$ cat config.mk
export PLATFORM = sky130hd
export DESIGN_NAME = incoming_request_queue_flat
export DESIGN_NICKNAME = d
export VERILOG_FILES = /design/src/rtl/incoming_request_queue_if.sv /design/src/rtl/incoming_request_queue.sv /design/src/flat_wrapper.sv
export SDC_FILE = /design/constraint.sdc
export NUM_CORES = 1
export LEC_CHECK = 0
export ABC_AREA = 1
export BUFFER_PORTS_ARGS = -buffer_cell sky130_fd_sc_hd__buf_4
export CAP_MARGIN = 15
export CORE_MARGIN = 8
export CORE_UTILIZATION = 35
export CTS_CLUSTER_DIAMETER = 120
export CTS_CLUSTER_SIZE = 14
export DETAILED_ROUTE_END_ITERATION = 16
export SETUP_SLACK_MARGIN = 0.2
export SLEW_MARGIN = 25
export SYNTH_ARGS = -nofsm -noshare
export SYNTH_HDL_FRONTEND = slang
export SYNTH_SLANG_ARGS = --single-unit
$ cat constraint.sdc
create_clock -name clk -period 6.73 [get_ports clk]
set_input_delay 1.0095 -clock clk [delete_from_list [all_inputs] [get_ports clk]]
set_output_delay 1.0095 -clock clk [all_outputs]
set_load 0.1 [all_outputs]
$ cat src/rtl/incoming_request_queue_if.sv
// AR request bundle: valid/ready handshake plus the read-address payload.
// A transfer happens on a rising clk edge where valid and ready are both high; the sender holds valid and payload until then.
interface ar_if #(
  parameter int ID_WIDTH    = 32,
  parameter int ADDR_WIDTH  = 32,
  parameter int LEN_WIDTH   = 8,
  parameter int SIZE_WIDTH  = 3,
  parameter int BURST_WIDTH = 2,
  parameter int QOS_WIDTH   = 4
) ();
  logic                   valid;
  logic                   ready;
  logic [ID_WIDTH-1:0]    id;
  logic [ADDR_WIDTH-1:0]  addr;
  logic [LEN_WIDTH-1:0]   len;
  logic [SIZE_WIDTH-1:0]  size;
  logic [BURST_WIDTH-1:0] burst;
  logic [QOS_WIDTH-1:0]   qos;

  modport sender   (output valid, id, addr, len, size, burst, qos, input  ready);
  modport receiver (input  valid, id, addr, len, size, burst, qos, output ready);
endinterface

$ cat src/rtl/incoming_request_queue.sv
// FIFO for incoming AR requests with optional empty-queue cut-through,
// occupancy/peak tracking and a synchronous flush.
module incoming_request_queue #(
  parameter int ID_WIDTH     = 32,
  parameter int ADDR_WIDTH   = 32,
  parameter int LEN_WIDTH    = 8,
  parameter int SIZE_WIDTH   = 3,
  parameter int BURST_WIDTH  = 2,
  parameter int QOS_WIDTH    = 4,
  parameter int DEPTH        = 8,
  parameter int BYPASS       = 0,
  parameter int AFULL_THRESH = DEPTH - 2
) (
  input  logic                       clk,
  input  logic                       rst,
  input  logic                       flush,
  ar_if.receiver                     ar_in,
  ar_if.sender                       ar_out,
  output logic [$clog2(DEPTH+1)-1:0] count,
  output logic                       almost_full,
  output logic [$clog2(DEPTH+1)-1:0] peak_count
);
  localparam int PW    = ID_WIDTH + ADDR_WIDTH + LEN_WIDTH + SIZE_WIDTH + BURST_WIDTH + QOS_WIDTH;
  localparam int PTR_W = $clog2(DEPTH);
  localparam int CNT_W = $clog2(DEPTH + 1);

  logic [PW-1:0]    mem [DEPTH];
  logic [PTR_W-1:0] wr_ptr, rd_ptr;
  logic [CNT_W-1:0] count_q, peak_q, count_next;
  logic [PW-1:0]    in_pl, out_pl;
  logic             full, empty, bypass_hit, out_valid;
  logic             push, pop, store, mem_pop;

  assign full  = (count_q == CNT_W'(DEPTH));
  assign empty = (count_q == '0);
  assign in_pl = {ar_in.id, ar_in.addr, ar_in.len, ar_in.size, ar_in.burst, ar_in.qos};

  // Readiness depends only on registered occupancy and flush, never on ar_out.ready.
  assign ar_in.ready = ~full & ~flush;
  assign bypass_hit  = (BYPASS != 0) && empty && ar_in.valid && !flush;
  assign out_valid   = !flush && (!empty || bypass_hit);
  assign ar_out.valid = out_valid;

  always_comb begin
    out_pl = '0;
    if (out_valid) out_pl = empty ? in_pl : mem[rd_ptr];
  end
  assign {ar_out.id, ar_out.addr, ar_out.len, ar_out.size, ar_out.burst, ar_out.qos} = out_pl;

  assign push = ar_in.valid & ar_in.ready;
  assign pop  = out_valid & ar_out.ready;
  // A cut-through request consumed the same cycle never touches the memory.
  assign store   = push & ~(bypass_hit & ar_out.ready);
  assign mem_pop = pop & ~empty;

  always_comb begin
    count_next = count_q;
    case ({store, mem_pop})
      2'b10:   count_next = count_q + CNT_W'(1);
      2'b01:   count_next = count_q - CNT_W'(1);
      default: count_next = count_q;
    endcase
  end

  always_ff @(posedge clk) begin
    if (rst || flush) begin
      wr_ptr  <= '0;
      rd_ptr  <= '0;
      count_q <= '0;
      peak_q  <= '0;
    end else begin
      if (store)   wr_ptr <= (wr_ptr == PTR_W'(DEPTH - 1)) ? '0 : wr_ptr + PTR_W'(1);
      if (mem_pop) rd_ptr <= (rd_ptr == PTR_W'(DEPTH - 1)) ? '0 : rd_ptr + PTR_W'(1);
      count_q <= count_next;
      if (count_next > peak_q) peak_q <= count_next;
    end
  end

  // Storage is left uncleared on reset; the pointers/count guarantee nothing stale is shown.
  always_ff @(posedge clk) begin
    if (store) mem[wr_ptr] <= in_pl;
  end

  assign count       = count_q;
  assign peak_count  = peak_q;
  assign almost_full = (count_q >= CNT_W'(AFULL_THRESH));
endmodule

$ cat src/flat_wrapper.sv
// flat-port wrapper written by rule: the top's interface ports become plain ports
module incoming_request_queue_flat 
#(
  parameter int ID_WIDTH     = 32,
  parameter int ADDR_WIDTH   = 32,
  parameter int LEN_WIDTH    = 8,
  parameter int SIZE_WIDTH   = 3,
  parameter int BURST_WIDTH  = 2,
  parameter int QOS_WIDTH    = 4,
  parameter int DEPTH        = 8,
  parameter int BYPASS       = 0,
  parameter int AFULL_THRESH = DEPTH - 2
)
  (clk, rst, flush, count, almost_full, peak_count, ar_in_valid, ar_in_id, ar_in_addr, ar_in_len, ar_in_size, ar_in_burst, ar_in_qos, ar_in_ready, ar_out_valid, ar_out_id, ar_out_addr, ar_out_len, ar_out_size, ar_out_burst, ar_out_qos, ar_out_ready);
  ar_if #(.ID_WIDTH(ID_WIDTH), .ADDR_WIDTH(ADDR_WIDTH), .LEN_WIDTH(LEN_WIDTH), .SIZE_WIDTH(SIZE_WIDTH), .BURST_WIDTH(BURST_WIDTH), .QOS_WIDTH(QOS_WIDTH)) ar_in_i ();
  ar_if #(.ID_WIDTH(ID_WIDTH), .ADDR_WIDTH(ADDR_WIDTH), .LEN_WIDTH(LEN_WIDTH), .SIZE_WIDTH(SIZE_WIDTH), .BURST_WIDTH(BURST_WIDTH), .QOS_WIDTH(QOS_WIDTH)) ar_out_i ();
  input  logic clk;
  input  logic rst;
  input  logic flush;
  output logic [$clog2(DEPTH+1)-1:0] count;
  output logic almost_full;
  output logic [$clog2(DEPTH+1)-1:0] peak_count;
  input wire logic [$bits(ar_in_i.valid)-1:0] ar_in_valid;
  input wire logic [$bits(ar_in_i.id)-1:0] ar_in_id;
  input wire logic [$bits(ar_in_i.addr)-1:0] ar_in_addr;
  input wire logic [$bits(ar_in_i.len)-1:0] ar_in_len;
  input wire logic [$bits(ar_in_i.size)-1:0] ar_in_size;
  input wire logic [$bits(ar_in_i.burst)-1:0] ar_in_burst;
  input wire logic [$bits(ar_in_i.qos)-1:0] ar_in_qos;
  output wire logic [$bits(ar_in_i.ready)-1:0] ar_in_ready;
  output wire logic [$bits(ar_out_i.valid)-1:0] ar_out_valid;
  output wire logic [$bits(ar_out_i.id)-1:0] ar_out_id;
  output wire logic [$bits(ar_out_i.addr)-1:0] ar_out_addr;
  output wire logic [$bits(ar_out_i.len)-1:0] ar_out_len;
  output wire logic [$bits(ar_out_i.size)-1:0] ar_out_size;
  output wire logic [$bits(ar_out_i.burst)-1:0] ar_out_burst;
  output wire logic [$bits(ar_out_i.qos)-1:0] ar_out_qos;
  input wire logic [$bits(ar_out_i.ready)-1:0] ar_out_ready;
  assign ar_in_i.valid = ar_in_valid;
  assign ar_in_i.id = ar_in_id;
  assign ar_in_i.addr = ar_in_addr;
  assign ar_in_i.len = ar_in_len;
  assign ar_in_i.size = ar_in_size;
  assign ar_in_i.burst = ar_in_burst;
  assign ar_in_i.qos = ar_in_qos;
  assign ar_in_ready = ar_in_i.ready;
  assign ar_out_valid = ar_out_i.valid;
  assign ar_out_id = ar_out_i.id;
  assign ar_out_addr = ar_out_i.addr;
  assign ar_out_len = ar_out_i.len;
  assign ar_out_size = ar_out_i.size;
  assign ar_out_burst = ar_out_i.burst;
  assign ar_out_qos = ar_out_i.qos;
  assign ar_out_i.ready = ar_out_ready;
  incoming_request_queue #(.ID_WIDTH(ID_WIDTH), .ADDR_WIDTH(ADDR_WIDTH), .LEN_WIDTH(LEN_WIDTH), .SIZE_WIDTH(SIZE_WIDTH), .BURST_WIDTH(BURST_WIDTH), .QOS_WIDTH(QOS_WIDTH), .DEPTH(DEPTH), .BYPASS(BYPASS), .AFULL_THRESH(AFULL_THRESH)) u_core (.clk(clk), .rst(rst), .flush(flush), .ar_in(ar_in_i), .ar_out(ar_out_i), .count(count), .almost_full(almost_full), .peak_count(peak_count));
endmodule
After elaboration in Yosys (flattened, before gate mapping)
Memory sizes are Yosys's and may differ from the RTL's. A register that Yosys moved wholly into a read port is not among the register bits.
Index checks and enable logic that the tools add are counted.
- memories: 1
- register bits after elaboration: 14
- bits in writable memories: 648
- reduce and logical (&&, ||, !) cells: 5
- $lt $le $gt $ge: 2
- mux-type cells: 9
- add/subtract/negate cells: 4
- eq/ne operators: 5
- bitwise gates (word level): 7
- memories (name ; words ; width ; read ports ; clocked after memory_dff ; write ports ; RTL line ; source):
    u_core.mem ; 8 ; 81 ; 1 ; 1 ; 1 ; incoming_request_queue.sv:27 ; logic [PW-1:0] mem [DEPTH];
- operators by type and width (cell ; number):
    two-way mux 81 bit ; 2
    two-way mux 3 bit ; 4
    one-hot mux 4 bit (2 select lines) ; 1
    adder 3 x 1 -> 3 bit (second input constant) ; 2
    == test 3 bit (second input constant) ; 2
    adder 4 x 1 -> 4 bit (second input constant) ; 1
    bitwise AND 1 bit ; 4
    == test 4 bit (second input constant) ; 1
    greater-or-equal comparator 4 x 3 -> 1 bit (second input constant) ; 1
    greater-than comparator 4 bit ; 1
    zero test 4 bit ; 1
    subtractor 4 x 1 -> 4 bit (second input constant) ; 1
    inverter 1 bit ; 3
    == test 2 x 1 -> 1 bit (second input constant) ; 1
    == test 2 bit (second input constant) ; 1
    zero test 1 bit ; 2
    two-way mux 1 bit ; 2
    logical AND 1 bit ; 1
    logical OR 1 bit ; 1

Logic depth before layout (Yosys ltp)
Gate-level depths: netlist of the first run.
- word-level depth: 8
- mapped depth: 23

Worst setup path before layout of the first run
Ideal clock, no wire load.
- path type: flip-flop to flip-flop
- start point: reg u_core.count_q[2], in the netlist u_core.count[2]
- end point: mem u_core.mem[0][0] in the netlist's numbering, enable pin
- slack: -0.526 ns
- stages on the path, launching flop included: 5
- buffers on the path: 0
- clock period less this slack: 7.256 ns
- data arrival time: 6.736 ns
- cells stage by stage: dfxtp_1 -> inv_1 -> a31oi_1 -> nand3_1 -> nor2_1
- cells in the longest elaborated chain, start to end: 6
- RTL lines (what ; RTL line ; source):
    start, declared ; incoming_request_queue.sv:29 ; logic [CNT_W-1:0] count_q, peak_q, count_next;
    start signal, assigned ; incoming_request_queue.sv:74 ; count_q <= count_next;
    == test 4 bit ; incoming_request_queue.sv:34 ; assign full = (count_q == CNT_W'(DEPTH));
    inverter 1 bit ; incoming_request_queue.sv:39 ; assign ar_in.ready = ~full & ~flush;
    bitwise AND 1 bit ; incoming_request_queue.sv:39 ;
    named net ar_in_ready ; flat_wrapper.sv:30 ; output wire logic [$bits(ar_in_i.ready)-1:0] ar_in_ready;
    bitwise AND 1 bit ; incoming_request_queue.sv:50 ; assign push = ar_in.valid & ar_in.ready;
    two-way mux 1 bit ; incoming_request_queue.sv:81 ; if (store) mem[wr_ptr] <= in_pl;
    two-way mux 1 bit (not written as such) ; incoming_request_queue.sv:81 ;
    end, declared ; incoming_request_queue.sv:27 ;
The timed path passes the listed nets, and every way through them passes these cells.

==> flow_metrics.tcl, run 1 <==
set metrics [dict create \
    antenna_found_initial 4 \
    design_area_mm2 0.02986 \
    cts_buffer_depth 3 \
    postCtsResizedCells 0 \
    place_area_mm2 0.02838 \
    synth_top_area_share_pct 73.99 \
    post_cts_buffers 0 \
    grt_pass1_vias 15870 \
    worst_slack_ns 2.018 \
    cts-root-buf "clkbuf_16" \
    yosysUniqueCellTypes 33 \
    slew-limit-headroom_pct 32.89 \
    async_reset_ff_share_pct 0 \
    drt_wl_total_um 64820 \
    crit_required_ns 5.72 \
    pin_count 178 \
    grt_use_met1_pct 18.82 \
    clkSinkCount 665 \
    avgSynthCellArea_um2 12.84 \
    fp.dieW_um 290.1 \
    synth_ff_type "edfxtp_1" \
    met2_usage_pct 26.03 \
    clk_pin_slew_ns 0.06 \
    synth_commonest_cells "648 x edfxtp_1, 590 x nor2_1, 325 x o21ai_0" \
    nets 2275 \
    fin_tns_setup_ns 0 \
    synth_nets 2146 \
    dpl_worst_slack_ns 2.236 \
    routedWlPerCell_um 20.42 \
    dp.cells 3091 \
    grt_max_degree 188 \
    crit_type "reg -> out" \
    slew_viol_final 0 \
    dpl.hpwl_um 34200 \
    die_h_um 290.1 \
    synth_most_common_cell "edfxtp_1" \
    placementRows 100 \
    stdcell_count 3174 \
    cp-start-kind "flip-flop" \
    min-delay-start "u_core.peak_count[0]$_SDFFE_PP0N_" \
    post-route-min-period_ns 4.712 \
    use_met3_pct 2.749 \
    area_delta_synth_final_pct 13.55 \
    start_util_pct 35.33 \
    worstMarginPinSlew_ns 1.007 \
    vdd_ir_drop_max_uv 173.9 \
    p_leak_nw 9.943 \
    coreArea_mm2 0.07445 \
    crit_fanout 187 \
    grt_pass1_wl_um 97720 \
    cts_made_buffers 53 \
    power_mw 8.038 \
    synthCells 2049 \
    gr-max-usage-layer "met2" \
    rsz0062_at_grt "no" \
    drc 0 \
    setup-violations-final 0 \
    synth_edf_count 648 \
    numPortBuffers 177 \
    synth_area_mm2 0.02630 \
    clock.fmax_mhz 212.2 \
    hold_slack_ns 0.5258 \
    fin_crit_sh_pct 70.01 \
    finClkSkew_ns 0.03146 \
    ys.warnings.count 0 \
    ctsHoldBuffers 0 \
    crit_arrival_ns 3.70 \
    cts_max_level 2 \
    cts_tree "yes" \
    ys_top_cells_by_area "edfxtp_1 74%, nor2_1 8.4%, o21ai_0 6.2%" \
    grtUsageTotal_pct 14.75 \
    maxCapViolations 0 \
    cp-end-kind "output pin" \
    yosys.area.top_type "edfxtp_1" \
    r2r-start "u_core.count[2]$_SDFF_PP0_" \
    synth_seq_cells 665 \
    fillCellCount 6838 \
    vias 16290 \
    min_path_type "reg -> reg" \
    ys_seq_area_share_pct 75.28 \
    final-hold-violation-count 0 \
    grt_overflow_total 0 \
    utilization_pct 40.12 \
    dieArea_mm2 0.08417 \
    layout-drive-gt1-share_pct 12.58 \
    power_density_mw_per_mm2 269.2 \
    routabilityCongestion 0.7336 \
    drtIter0Drc 1383 \
    status "complete, no violations" \
    dr.pass1.iters 5 \
    viasPerCell 5.133 \
    ant_nets 0 \
    worstSkewPairLatency_ns 0.62 \
]
-- logic make-up (layout without fill, tap and decap cells) --
kind of cell / count (synthesis) / after routing / synth area share [%]
flops: 665 / 665 / 75.28
simple gates: 620 / 620 / 8.915
compound gates: 591 / 591 / 11.72
other cells: 0 / 3 / 0
fa+ha+maj: 11 / 11 / 0.5233
buf+inv: 160 / 313 / 3.497
xor+xnor: 2 / 2 / 0.06662
-- path summary, 6_finish.rpt --
check                                            to  slack, ns  depth (start not counted)
setup / recovery                     ar_out_addr[3]       2.02                          8
hold / removal    u_core.peak_count[0]$_SDFFE_PP0N_       0.53                          2
setup reg to reg  u_core.peak_count[2]$_SDFFE_PP0N_       3.07                         23
hold reg to reg   u_core.peak_count[0]$_SDFFE_PP0N_       0.53                          2
-- layer usage --
metal	share of wire, %	vias to the layer above
li1	-	7657
met1	42	8165
met2	51	398
met3	5.8	70
met4	1.4	2
met5	0.015	-
-- sequential cells by signal, indices dropped and copies added (netlist names), named ones only --
register	flops
u_core.count	4
u_core.mem	648
u_core.peak_count	4
u_core.rd_ptr	3
u_core.wr_ptr	3
-- power by group --
part / internal [mW] / switching, mW / leakage, nW
combinational: 0.146 / 0.483 / 3.25
clock: 1.45 / 1.36 / 0.702
sequential: 4.58 / 0.0175 / 5.99
total: 6.18 / 1.86 / 9.94
-- layout by cell type, fill, tap and decap left out, types with 2 or more instances in the layout --
master / synthesis / layout
a21oi_1: 5 / 5
a31oi_1: 81 / 81
buf_12: 1 / 4
buf_4: 2 / 199
clkbuf_1: 69 / 22
clkbuf_16: 0 / 53
dfxtp_1: 17 / 15
dfxtp_4: 0 / 2
diode_2: 0 / 3
edfxtp_1: 648 / 648
ha_1: 11 / 11
inv_1: 25 / 25
inv_4: 0 / 3
inv_6: 1 / 2
nand2_1: 18 / 18
nand3_1: 9 / 9
nor2_1: 590 / 582
nor2_4: 0 / 8
o211a_1: 2 / 2
o21ai_0: 325 / 325
o21ai_1: 172 / 172
o22ai_1: 2 / 2
-- area by class of cell --
cell class / instances / area (um2) / area share, %
Sequential cell: 665 / 19810 / 66.32
Multi-Input combinational cell: 1224 / 5642 / 18.89
Timing Repair Buffer: 205 / 1613 / 5.400
Clock buffer: 75 / 1409 / 4.717
Tap cell: 969 / 1212 / 4.060
Inverter: 29 / 128.9 / 0.4315
Clock inverter: 4 / 46.29 / 0.1550
Antenna cell: 3 / 7.507 / 0.02514
-- worst max-delay path, stage by stage, from the launching register on --
cell	delay [ns]
dfxtp_4	0.64
buf_12	0.28
clkinv_8	0.57
buf_4	0.54
o21ai_0	0.23
o21ai_1	0.12
o21ai_0	0.17
a31oi_1	0.08
buf_4	0.30
(Power assumes the default switching activity.)
==> run 2: changes to the inputs <==
==> constraint.sdc (replaced) <==
create_clock -name clk -period 4.5 [get_ports clk]
set_input_delay 0.675 -clock clk [delete_from_list [all_inputs] [get_ports clk]]
set_output_delay 0.675 -clock clk [all_outputs]
set_load 0.1 [all_outputs]
==> run 2 against run 1 <==
Effect of this change:
- register-to-register slack worse by 2.1 ns
- core utilization up 0.15 points
- sequential cell count unchanged
- setup slack worse by 1.4 ns
- clock power up 49%
- largest cell class unchanged
- highest routed layer unchanged
==> flow_metrics.tcl, run 2 (synthesized netlist as in run 1, its figures left out) <==
set metrics [dict create \
    status "complete, no violations" \
    largest_reg_flops 648 \
    cts_max_level 2 \
    switching_share_pct 22.99 \
    clk_pin_slew_ns 0.07 \
    path_buf_inv 3 \
    fp.dieW_um 290.1 \
    numPortBuffers 177 \
    worst_slack_ns 0.6634 \
    layout_common_cells "648 x edfxtp_1, 582 x nor2_1, 325 x o21ai_0" \
    worstSkewPairLatency_ns 0.59 \
    drtIter0Drc 1136 \
    crit_path_cell_trace "clkinv_2 -> buf_4 -> nor2_1 -> o21ai_1 -> a31oi_1 -> buf_4" \
    regArea_mm2 0.01981 \
    routedWlPerCell_um 20.26 \
    post_cts_buffers 0 \
    layout-drive-gt1-share_pct 12.85 \
    worst_path_max_delay_cell "clkinv_2" \
    crit_fanout 33 \
    clkSinkCount 665 \
    crit_arrival_ns 3.16 \
    min_path_type "in -> reg" \
    start_util_pct 35.33 \
    ant_nets 0 \
    max_stage_delay_ns 0.55 \
    final-hold-violation-count 0 \
    clock.fmax_mhz 260.6 \
    drt_wl_total_um 64210 \
    crit_required_ns 3.83 \
    p_sw_mw 2.765 \
    cts_made_buffers 53 \
    cts-root-buf "clkbuf_16" \
    placementRows 100 \
    dr.pass1.iters 5 \
    cts_buffer_depth 3 \
    setup-violations-final 0 \
    intPower_mw 9.263 \
    vdd_ir_drop_max_uv 270.2 \
    area_delta_synth_final_pct 13.98 \
    nets 2280 \
    dieArea_mm2 0.08417 \
    fillCellCount 6870 \
    cp-end-kind "output pin" \
    comb_power_share_pct 7.9 \
    drc 0 \
    coreArea_mm2 0.07445 \
    post-route-min-period_ns 3.837 \
    slew_viol_final 0 \
    cp-start-kind "flip-flop" \
    grt_pass1_wl_um 98200 \
    place_area_mm2 0.02853 \
    largest_register "u_core.mem" \
    crit_type "reg -> out" \
    final_common_cell "edfxtp_1" \
    postCtsResizedCells 0 \
    dpl_worst_slack_ns 0.8879 \
    ctsHoldBuffers 0 \
    grt_overflow_total 0 \
    crit_family "buffers and inverters" \
    worst_path_most_repeated_cell "buf_4" \
    routabilityCongestion 0.7697 \
    fin_crit_sh_pct 85.26 \
    die_h_um 290.1 \
    worstMarginPinSlew_ns 0.8567 \
    p_clk_share_pct 34.9 \
    multiInputGateArea_mm2 0.005642 \
    grt_max_degree 129 \
    slew-limit-headroom_pct 42.89 \
    power_density_mw_per_mm2 401.2 \
    utilization_pct 40.27 \
    design_area_mm2 0.02998 \
    grtUsageTotal_pct 14.69 \
    antenna_found_initial 9 \
    grt_pass1_vias 16540 \
    fin_tns_setup_ns 0 \
    p_leak_nw 9.990 \
    viasPerCell 5.141 \
    finClkSkew_ns 0.02788 \
    rsz0062_at_grt "no" \
    vias 16290 \
    power_frac_seq_pct 57.2 \
    pin_count 178 \
    dpl.hpwl_um 34480 \
    maxCapViolations 0 \
    cts_tree "yes" \
    hold_slack_ns 0.3030 \
]
[run 2: power groups by stage]
stage | logic [mW] | clock network (mW) | registers, mW
CTS | 0.966 | 4.33 | 6.88
global route | 1.03 | 4.53 | 6.88
detailed placement | 0.964 | 0 | 7.01
floorplan | 0.561 | 0 | 7.09
finish | 0.955 | 4.19 | 6.88
global placement | 0.947 | 0 | 7.01
[run 2: cell type report]
type                    instances  share of cell area (%)
flip-flops and latches        665                   66.07
multi-input cells            1224                   18.82
clock inverters                 2                 0.05843
repair buffers                210                   5.843
diodes                          5                 0.04174
inverters                      29                  0.4049
clock buffers                  65                   4.716
well taps                     969                   4.044
[run 2: stage by stage]
| step | instances | total power, mW |
|---|---|---|
| after detailed placement | 3097 | 7.978 |
| after floorplan | 2049 | 7.654 |
| after CTS | 3164 | 12.18 |
| after global routing | 3167 | 12.45 |
| final | 3169 | 12.03 |
| after global placement | 3097 | 7.959 |
[run 2: metal layers]
metal	vias up	track usage, %	part of all wire [%]
li1	7656	-	-
met1	8112	18.43	43
met3	91	3.070	5.6
met2	424	25.72	50
met5	-	0	0.079
met4	8	3.797	2.1
[run 2: worst reg2reg max path, delay by kind of cell, from the launching register on]
kind | cells | cell delay, ns
compound gates | 4 | 0.66
fa+ha+maj | 3 | 0.75
buf+inv | 4 | 0.39
flops | 1 | 0.46
simple gates | 11 | 1.13
[run 2: worst paths after layout]
| kind | start | end | slack [ns] | cells after the start |
|---|---|---|---|---|
| worst min register to register | u_core.peak_count[0]$_SDFFE_PP0N_ | u_core.peak_count[0]$_SDFFE_PP0N_ | 0.55 | 2 |
| worst max register to register | u_core.count[1]$_SDFF_PP0_ | u_core.peak_count[0]$_SDFFE_PP0N_ | 1.02 | 22 |
| worst max-delay path | flip-flop | ar_out_id[14] | 0.66 | 6 |
| worst min-delay path | ar_in_id[5] | u_core.mem[0][54]$_DFFE_PP_ | 0.30 | 1 |
